`src/rtl/riscv_pkg.sv`:
```
// Shared RV32I definitions: fetch FSM states, NOP encoding, PC helpers.
package riscv_pkg;

  localparam int XLEN = 32;
  localparam logic [XLEN-1:0] NOP_INSTR = 32'h0000_0013;
  localparam logic [XLEN-1:0] WORD_MASK = 32'hFFFF_FFFC;

  typedef enum logic [2:0] {
    FS_BOOT,
    FS_FETCH,
    FS_WAIT,
    FS_HOLD,
    FS_DRAIN,
    FS_HALT
  } fetch_state_t;

  function automatic logic [XLEN-1:0] pc_inc(input logic [XLEN-1:0] pc);
    return pc + XLEN'(4);
  endfunction

  // Where a redirect leaves the fetcher: any request still in flight must be drained.
  function automatic fetch_state_t redirect_next(input fetch_state_t cur,
                                                 input logic         gnt,
                                                 input logic         rvalid);
    case (cur)
      FS_FETCH: return gnt    ? FS_DRAIN : FS_FETCH;
      FS_WAIT:  return rvalid ? FS_FETCH : FS_DRAIN;
      FS_DRAIN: return rvalid ? FS_FETCH : FS_DRAIN;
      default:  return FS_FETCH;
    endcase
  endfunction

endpackage

```
`src/rtl/instruction_fetch_if.sv`:
```
// Instruction-memory request/grant/response bus between fetch (master) and imem (slave).
interface instruction_fetch_if;
  import riscv_pkg::*;

  logic            imem_req;
  logic [XLEN-1:0] imem_addr;
  logic            imem_gnt;
  logic            imem_rvalid;
  logic [XLEN-1:0] imem_rdata;

  modport master (
    output imem_req,
    output imem_addr,
    input  imem_gnt,
    input  imem_rvalid,
    input  imem_rdata
  );

  modport slave (
    input  imem_req,
    input  imem_addr,
    output imem_gnt,
    output imem_rvalid,
    output imem_rdata
  );

endinterface

```
`src/rtl/if_id_reg.sv`:
```
// IF/ID pipeline register: flush to NOP bubble, load, hold on stall, else drain to bubble.
module if_id_reg
  import riscv_pkg::*;
#(
  parameter logic [XLEN-1:0] RESET_PC = 32'h0000_0000
) (
  input  logic            clk,
  input  logic            rst_n,
  input  logic            flush,
  input  logic            load,
  input  logic            stall,
  input  logic [XLEN-1:0] d_pc,
  input  logic [XLEN-1:0] d_instr,
  output logic            valid_p1,
  output logic [XLEN-1:0] pc_p1,
  output logic [XLEN-1:0] instr_p1
);

  // IF -> ID boundary
  always_ff @(posedge clk) begin
    if (!rst_n) begin
      valid_p1 <= 1'b0;
      pc_p1    <= RESET_PC;
      instr_p1 <= NOP_INSTR;
    end else if (flush) begin
      valid_p1 <= 1'b0;
      pc_p1    <= d_pc;
      instr_p1 <= NOP_INSTR;
    end else if (load) begin
      valid_p1 <= 1'b1;
      pc_p1    <= d_pc;
      instr_p1 <= d_instr;
    end else if (!stall) begin
      valid_p1 <= 1'b0;
      instr_p1 <= NOP_INSTR;
    end
  end

endmodule

```
`src/rtl/instruction_fetch.sv`:
```
// RV32I fetch stage: PC, one-outstanding imem fetch FSM, stall hold buffer, redirect drain.
// Optional build macro IFETCH_MISALIGN_CHK_EN halts on a misaligned redirect target.
module instruction_fetch
  import riscv_pkg::*;
#(
  parameter logic [XLEN-1:0] RESET_PC = 32'h0000_0000
) (
  input  logic                clk,
  input  logic                rst_n,
  input  logic                stall,
  input  logic                redirect_valid,
  input  logic [XLEN-1:0]     redirect_target,
  instruction_fetch_if.master imem,
  output logic                if_id_valid,
  output logic [XLEN-1:0]     if_id_pc,
  output logic [XLEN-1:0]     if_id_instr,
  output logic                fetch_misalign
);

  fetch_state_t    state;
  logic [XLEN-1:0] pc;
  logic [XLEN-1:0] hold_instr;
  logic [XLEN-1:0] tgt_eff;
  logic            redirect_take;
  logic            ifid_load;
  logic [XLEN-1:0] ifid_d_pc;
  logic [XLEN-1:0] ifid_d_instr;

`ifdef IFETCH_MISALIGN_CHK_EN
  logic misaligned;
  logic misalign_q;
  assign misaligned     = |redirect_target[1:0];
  assign tgt_eff        = redirect_target;
  assign fetch_misalign = misalign_q;
`else
  assign tgt_eff        = redirect_target & WORD_MASK;
  assign fetch_misalign = 1'b0;
`endif

  // A halted fetcher only leaves HALT through reset.
  assign redirect_take  = redirect_valid && (state != FS_HALT);

  assign imem.imem_req  = (state == FS_FETCH);
  assign imem.imem_addr = pc;

  always_ff @(posedge clk) begin
    if (!rst_n) begin
      state      <= FS_BOOT;
      pc         <= RESET_PC;
      hold_instr <= NOP_INSTR;
`ifdef IFETCH_MISALIGN_CHK_EN
      misalign_q <= 1'b0;
`endif
    end else if (redirect_take) begin
      pc         <= tgt_eff & WORD_MASK;
      hold_instr <= NOP_INSTR;
`ifdef IFETCH_MISALIGN_CHK_EN
      if (misaligned) begin
        state      <= FS_HALT;
        misalign_q <= 1'b1;
      end else
`endif
      state <= redirect_next(state, imem.imem_gnt, imem.imem_rvalid);
    end else begin
      case (state)
        FS_BOOT:  state <= FS_FETCH;
        FS_FETCH: if (imem.imem_gnt) state <= FS_WAIT;
        FS_WAIT: begin
          if (imem.imem_rvalid) begin
            if (stall) begin
              hold_instr <= imem.imem_rdata;
              state      <= FS_HOLD;
            end else begin
              pc    <= pc_inc(pc);
              state <= FS_FETCH;
            end
          end
        end
        FS_HOLD: begin
          if (!stall) begin
            pc         <= pc_inc(pc);
            hold_instr <= NOP_INSTR;
            state      <= FS_FETCH;
          end
        end
        FS_DRAIN: if (imem.imem_rvalid) state <= FS_FETCH;
        FS_HALT:  state <= FS_HALT;
        default:  state <= FS_BOOT;
      endcase
    end
  end

  // A word reaches IF/ID straight from memory or from the hold buffer once decode frees up.
  always_comb begin
    ifid_load    = 1'b0;
    ifid_d_instr = imem.imem_rdata;
    if (!redirect_take && !stall) begin
      if (state == FS_WAIT && imem.imem_rvalid) begin
        ifid_load = 1'b1;
      end else if (state == FS_HOLD) begin
        ifid_load    = 1'b1;
        ifid_d_instr = hold_instr;
      end
    end
  end

  assign ifid_d_pc = redirect_take ? tgt_eff : pc;

  if_id_reg #(
    .RESET_PC (RESET_PC)
  ) u_if_id (
    .clk      (clk),
    .rst_n    (rst_n),
    .flush    (redirect_take),
    .load     (ifid_load),
    .stall    (stall),
    .d_pc     (ifid_d_pc),
    .d_instr  (ifid_d_instr),
    .valid_p1 (if_id_valid),
    .pc_p1    (if_id_pc),
    .instr_p1 (if_id_instr)
  );

endmodule

```
`src/flat_wrapper.sv`:
```
// flat-port wrapper written by rule: the top's interface ports become plain ports
module instruction_fetch_flat import riscv_pkg::*;
#(
  parameter logic [XLEN-1:0] RESET_PC = 32'h0000_0000
)
  (clk, rst_n, stall, redirect_valid, redirect_target, if_id_valid, if_id_pc, if_id_instr, fetch_misalign, imem_imem_req, imem_imem_addr, imem_imem_gnt, imem_imem_rvalid, imem_imem_rdata);
  instruction_fetch_if imem_i ();
  input  logic clk;
  input  logic rst_n;
  input  logic stall;
  input  logic redirect_valid;
  input  logic [XLEN-1:0] redirect_target;
  output logic if_id_valid;
  output logic [XLEN-1:0] if_id_pc;
  output logic [XLEN-1:0] if_id_instr;
  output logic fetch_misalign;
  output wire logic [$bits(imem_i.imem_req)-1:0] imem_imem_req;
  output wire logic [$bits(imem_i.imem_addr)-1:0] imem_imem_addr;
  input wire logic [$bits(imem_i.imem_gnt)-1:0] imem_imem_gnt;
  input wire logic [$bits(imem_i.imem_rvalid)-1:0] imem_imem_rvalid;
  input wire logic [$bits(imem_i.imem_rdata)-1:0] imem_imem_rdata;
  assign imem_imem_req = imem_i.imem_req;
  assign imem_imem_addr = imem_i.imem_addr;
  assign imem_i.imem_gnt = imem_imem_gnt;
  assign imem_i.imem_rvalid = imem_imem_rvalid;
  assign imem_i.imem_rdata = imem_imem_rdata;
  instruction_fetch #(.RESET_PC(RESET_PC)) u_core (.clk(clk), .rst_n(rst_n), .stall(stall), .redirect_valid(redirect_valid), .redirect_target(redirect_target), .imem(imem_i), .if_id_valid(if_id_valid), .if_id_pc(if_id_pc), .if_id_instr(if_id_instr), .fetch_misalign(fetch_misalign));
endmodule
```
`config.mk`:
```
export PLATFORM = sky130hd
export DESIGN_NAME = instruction_fetch_flat
export DESIGN_NICKNAME = d
export VERILOG_FILES = /design/src/rtl/riscv_pkg.sv /design/src/rtl/instruction_fetch_if.sv /design/src/rtl/if_id_reg.sv /design/src/rtl/instruction_fetch.sv /design/src/flat_wrapper.sv
export SDC_FILE = /design/constraint.sdc
export NUM_CORES = 1
export LEC_CHECK = 0
export CAP_MARGIN = 20
export CORE_AREA = 2 2 165 167
export DETAILED_ROUTE_END_ITERATION = 7
export DIE_AREA = 0 0 167 169
export PLACE_DENSITY = 0.59
export SLEW_MARGIN = 20
export SYNTH_ARGS = -nofsm -noshare
export SYNTH_HDL_FRONTEND = slang
export SYNTH_HIERARCHICAL = 1
export SYNTH_SLANG_ARGS = --single-unit
```
`constraint.sdc`:
```
create_clock -name clk -period 2.1 [get_ports clk]
set_clock_uncertainty 0.2 [all_clocks]
set_input_delay 0.42 -clock clk [delete_from_list [all_inputs] [get_ports clk]]
set_output_delay 0.42 -clock clk [all_outputs]
set_load 0.02 [all_outputs]
```
==> metrics.md <==
| Metric | Value |
|---|---|
| Post-CTS setup buffer count | `0` |
| Core area | `26500 um2` |
| Tot GR Track Use | `15.2%` |
| Clk_lat worst skew | `0.42 ns` |
| Global route overflow | `0` |
| Fraction of layout cells with a size suffix above 1 | `17.2%` |
| Non-filler instance count after layout | `1333` |
| NetSw | `1.80 mW` |
| Final Cycle Share | `98.3%` |
| GP Congestion | `0.836` |
| Clock root cell | `clkbuf_16` |
| Top-area cell type share of the netlist area | `39.9%` |
| Final hold violations | `0` |
| Placed cells | `1297` |
| Most frequent cell after synthesis | `dfxtp_1` |
| Die Wd | `167 um` |
| Vias in the first global route | `5804` |
| Final setup fails | `0` |
| Critical Path AT | `1.44 ns` |
| Initial antenna violation count | `2` |
| First-pass GRT wire length | `33700 um` |
| Status | `finished clean` |
| Sequential share of power | `39.6%` |
| Top delay family on crit path | `buffers and inverters` |
| Crit path kind | `reg -> out` |
| CP Launch Type | `flip-flop` |
| Worst path required time | `1.48 ns` |
| Syn Inst Count | `779` |
| CTS tree | `done` |
| Cell variety after synth | `54` |
| IO Count | `169` |
| Max VDD drop | `0.000381 V` |
| Commonest cells in the netlist | `dfxtp_1 (130), nand2_1 (125), o21ai_0 (60)` |
| Die Y | `169 um` |
| FP Rows | `60` |
| Fmax | `484 MHz` |
| Vias per cell | `4.71` |
| Yosys top cell by area | `dfxtp_1` |
| Initial Util | `24.6%` |
| CTS H-tree depth | `4` |
| Via count | `6274` |
| Clock power share | `44.7%` |
| Slowest CP cell | `clkdlybuf4s50_1` |
| Synth-to-Final Area Change | `49.6%` |
| Clock-pin slew on the worst setup and hold paths | `0.06 ns` |
| Total of flip-flops plus latches after synthesis | `130` |
| Worst Hold Class | `reg -> reg` |
| Post-synth EDFFs | `0` |
| Top FF cell, synth | `dfxtp_1` |
| Sequential area share after synthesis | `39.9%` |
| Setup_tns | `0 ns` |
| Remaining antenna violation count after routing | `0` |
| Largest net degree at the start of global routing | `61` |
| Bufs and invs on worst path | `1` |
| Clock sinks | `130` |
| Sw Ratio | `27.2%` |
| Clock buffer depth | `2` |
| Critical path's largest stage delay | `0.64 ns` |
| Asr flop ratio synth | `0%` |
| Die area | `28200 um2` |
| Synth Warn # | `6` |
| Cell area power density | `677 nW/um2` |
| Final min period | `2.06 ns` |
| Detailed-route DRC error count | `0` |
| Finished Core Util | `36.8%` |
| Total length of routed wires | `22000 um` |
| Static leakage | `3.56 nW` |
| Post-Syn Area | `6530 um2` |
| Max cap viols | `0` |
| Design area | `9760 um2` |
| Number of port buffers | `163` |
| Logic pwr share | `15.6%` |
| Syn Area/Cell | `8.38 um2` |
| 1st-pass router iterations | `5` |
| Critical-path cell list | `clkdlybuf4s50_1` |
| Worst-path maximum fanout | `3` |
| Cts bufs inserted | `17` |
| Total Power | `6.61 mW` |
| Drt wl/cell | `16.5 um` |
| Worst Setup End Kind | `output port` |
| Placed cell areas | `9120 um2` |
| Top post-synthesis cells by area | `dfxtp_1 (40%), nand2_1 (7.2%), mux2_2 (5.5%), o21ai_0 (4.6%), or3b_1 (4.3%)` |
| Dpl hpwl | `16000 um` |
| RSZ-0062 raised after global routing | `true` |
| Net count, final | `1047` |
| DRT iter0 DRCs | `415` |
| Fill count | `2701` |
| Slew Viols, Final | `0` |
| Power Internal | `4.81 mW` |
[area by class of cell]
type	count	area (um2)	area share [%]
clock inverters	14	154	1.58
inverters	9	33.8	0.346
repair buffers	243	2490	25.5
multi-input cells	575	3620	37.0
flip-flops and latches	130	2610	26.7
clock buffers	18	429	4.40
well taps	341	427	4.37
diodes	3	7.51	0.0769
[registers in the layout, indices dropped and copies added (netlist names)]
signal / count
u_core/hold_instr: 32
u_core/u_if_id/instr_p1: 32
u_core/u_if_id/pc_p1: 32
u_core/imem.imem_addr: 30
u_core/state: 3
u_core/u_if_id/valid_p1: 1
[power groups by stage]
stage	sequential [mW]	combinational (mW)	clock [mW]
2_1_floorplan	2.77	0.383	0
3_3_place_gp	2.67	1.05	0
3_5_place_dp	2.67	1.05	0
4_1_cts	2.62	1.03	3.02
5_1_grt	2.63	1.11	3.13
6_report	2.62	1.03	2.96
[cells in the final DEF, fill, tap and decap left out, types with 3 or more instances in the layout]
cell type	count
a21boi_1	30
inv_1	8
and2_1	3
nand2_1	124
o21ai_0	60
buf_4	58
clkbuf_16	17
nand4_4	3
inv_6	3
nand3_1	15
nor4_2	6
nand3b_1	33
mux2i_1	3
and3_1	3
nor3b_1	4
a21oi_1	52
o22ai_1	5
or3b_1	32
dfxtp_1	128
nor2b_1	6
buf_12	21
conb_1	5
diode_2	3
clkinv_4	3
clkdlybuf4s50_1	133
a22oi_1	34
mux2_2	32
nor3_1	11
a211oi_1	4
xnor2_1	22
dlygate4sd2_1	27
nor2_1	50
clkinv_2	3
[metal layers]
layer	routed length (um)	GRT usage, %
met5	0	0
met4	415	5.58
met3	1070	3.95
met2	10100	23.3
met1	10500	20.7
[repair_timing]
item	in CTS	in global routing
gates resized for setup	35	9
hold buffers	0	0
cloned	1	0
pin swaps	1	1
setup endpoints to repair	56	23
[cells by family after synthesis]
logic type | Yosys count | share of synthesized area [%]
flops | 130 | 39.9
buf+inv | 78 | 5.94
xor+xnor | 22 | 2.95
simple gates | 313 | 26.4
fa+ha+maj | 1 | 0.192
mux | 36 | 6.15
compound gates | 198 | 18.4
other cells | 1 | 0.0574
[through the flow]
step           setup slack (ns)  hold slack, ns
6_report                 0.0358           0.284
4_1_cts                  0.0159           0.282
3_3_place_gp             -0.566           0.268
2_1_floorplan            0.0308           0.271
3_5_place_dp             -0.553           0.273
5_1_grt                 -0.0384           0.308
[path summary, 6_finish.rpt]
path | to | slack (ns) | startpoint | depth (start not counted)
max | imem_imem_addr[23] | 0.04 | u_core/imem.imem_addr[23] | 1
min | u_core/u_if_id/instr_p1[11] | 0.28 | u_core/u_if_id/instr_p1[11] | 2
max reg2reg | u_core/u_if_id/instr_p1[4] | 0.07 | u_core/state[1] | 6
min reg2reg | u_core/u_if_id/instr_p1[11] | 0.28 | u_core/u_if_id/instr_p1[11] | 2
[worst min-delay path, delay by kind of cell, from the launching register on]
kind               cells  cell delay [ns]
DFF                    1             0.31
and+or+nand+nor        1             0.07
AOI/OAI and AO/OA      1             0.06
(Power assumes the default switching activity.)
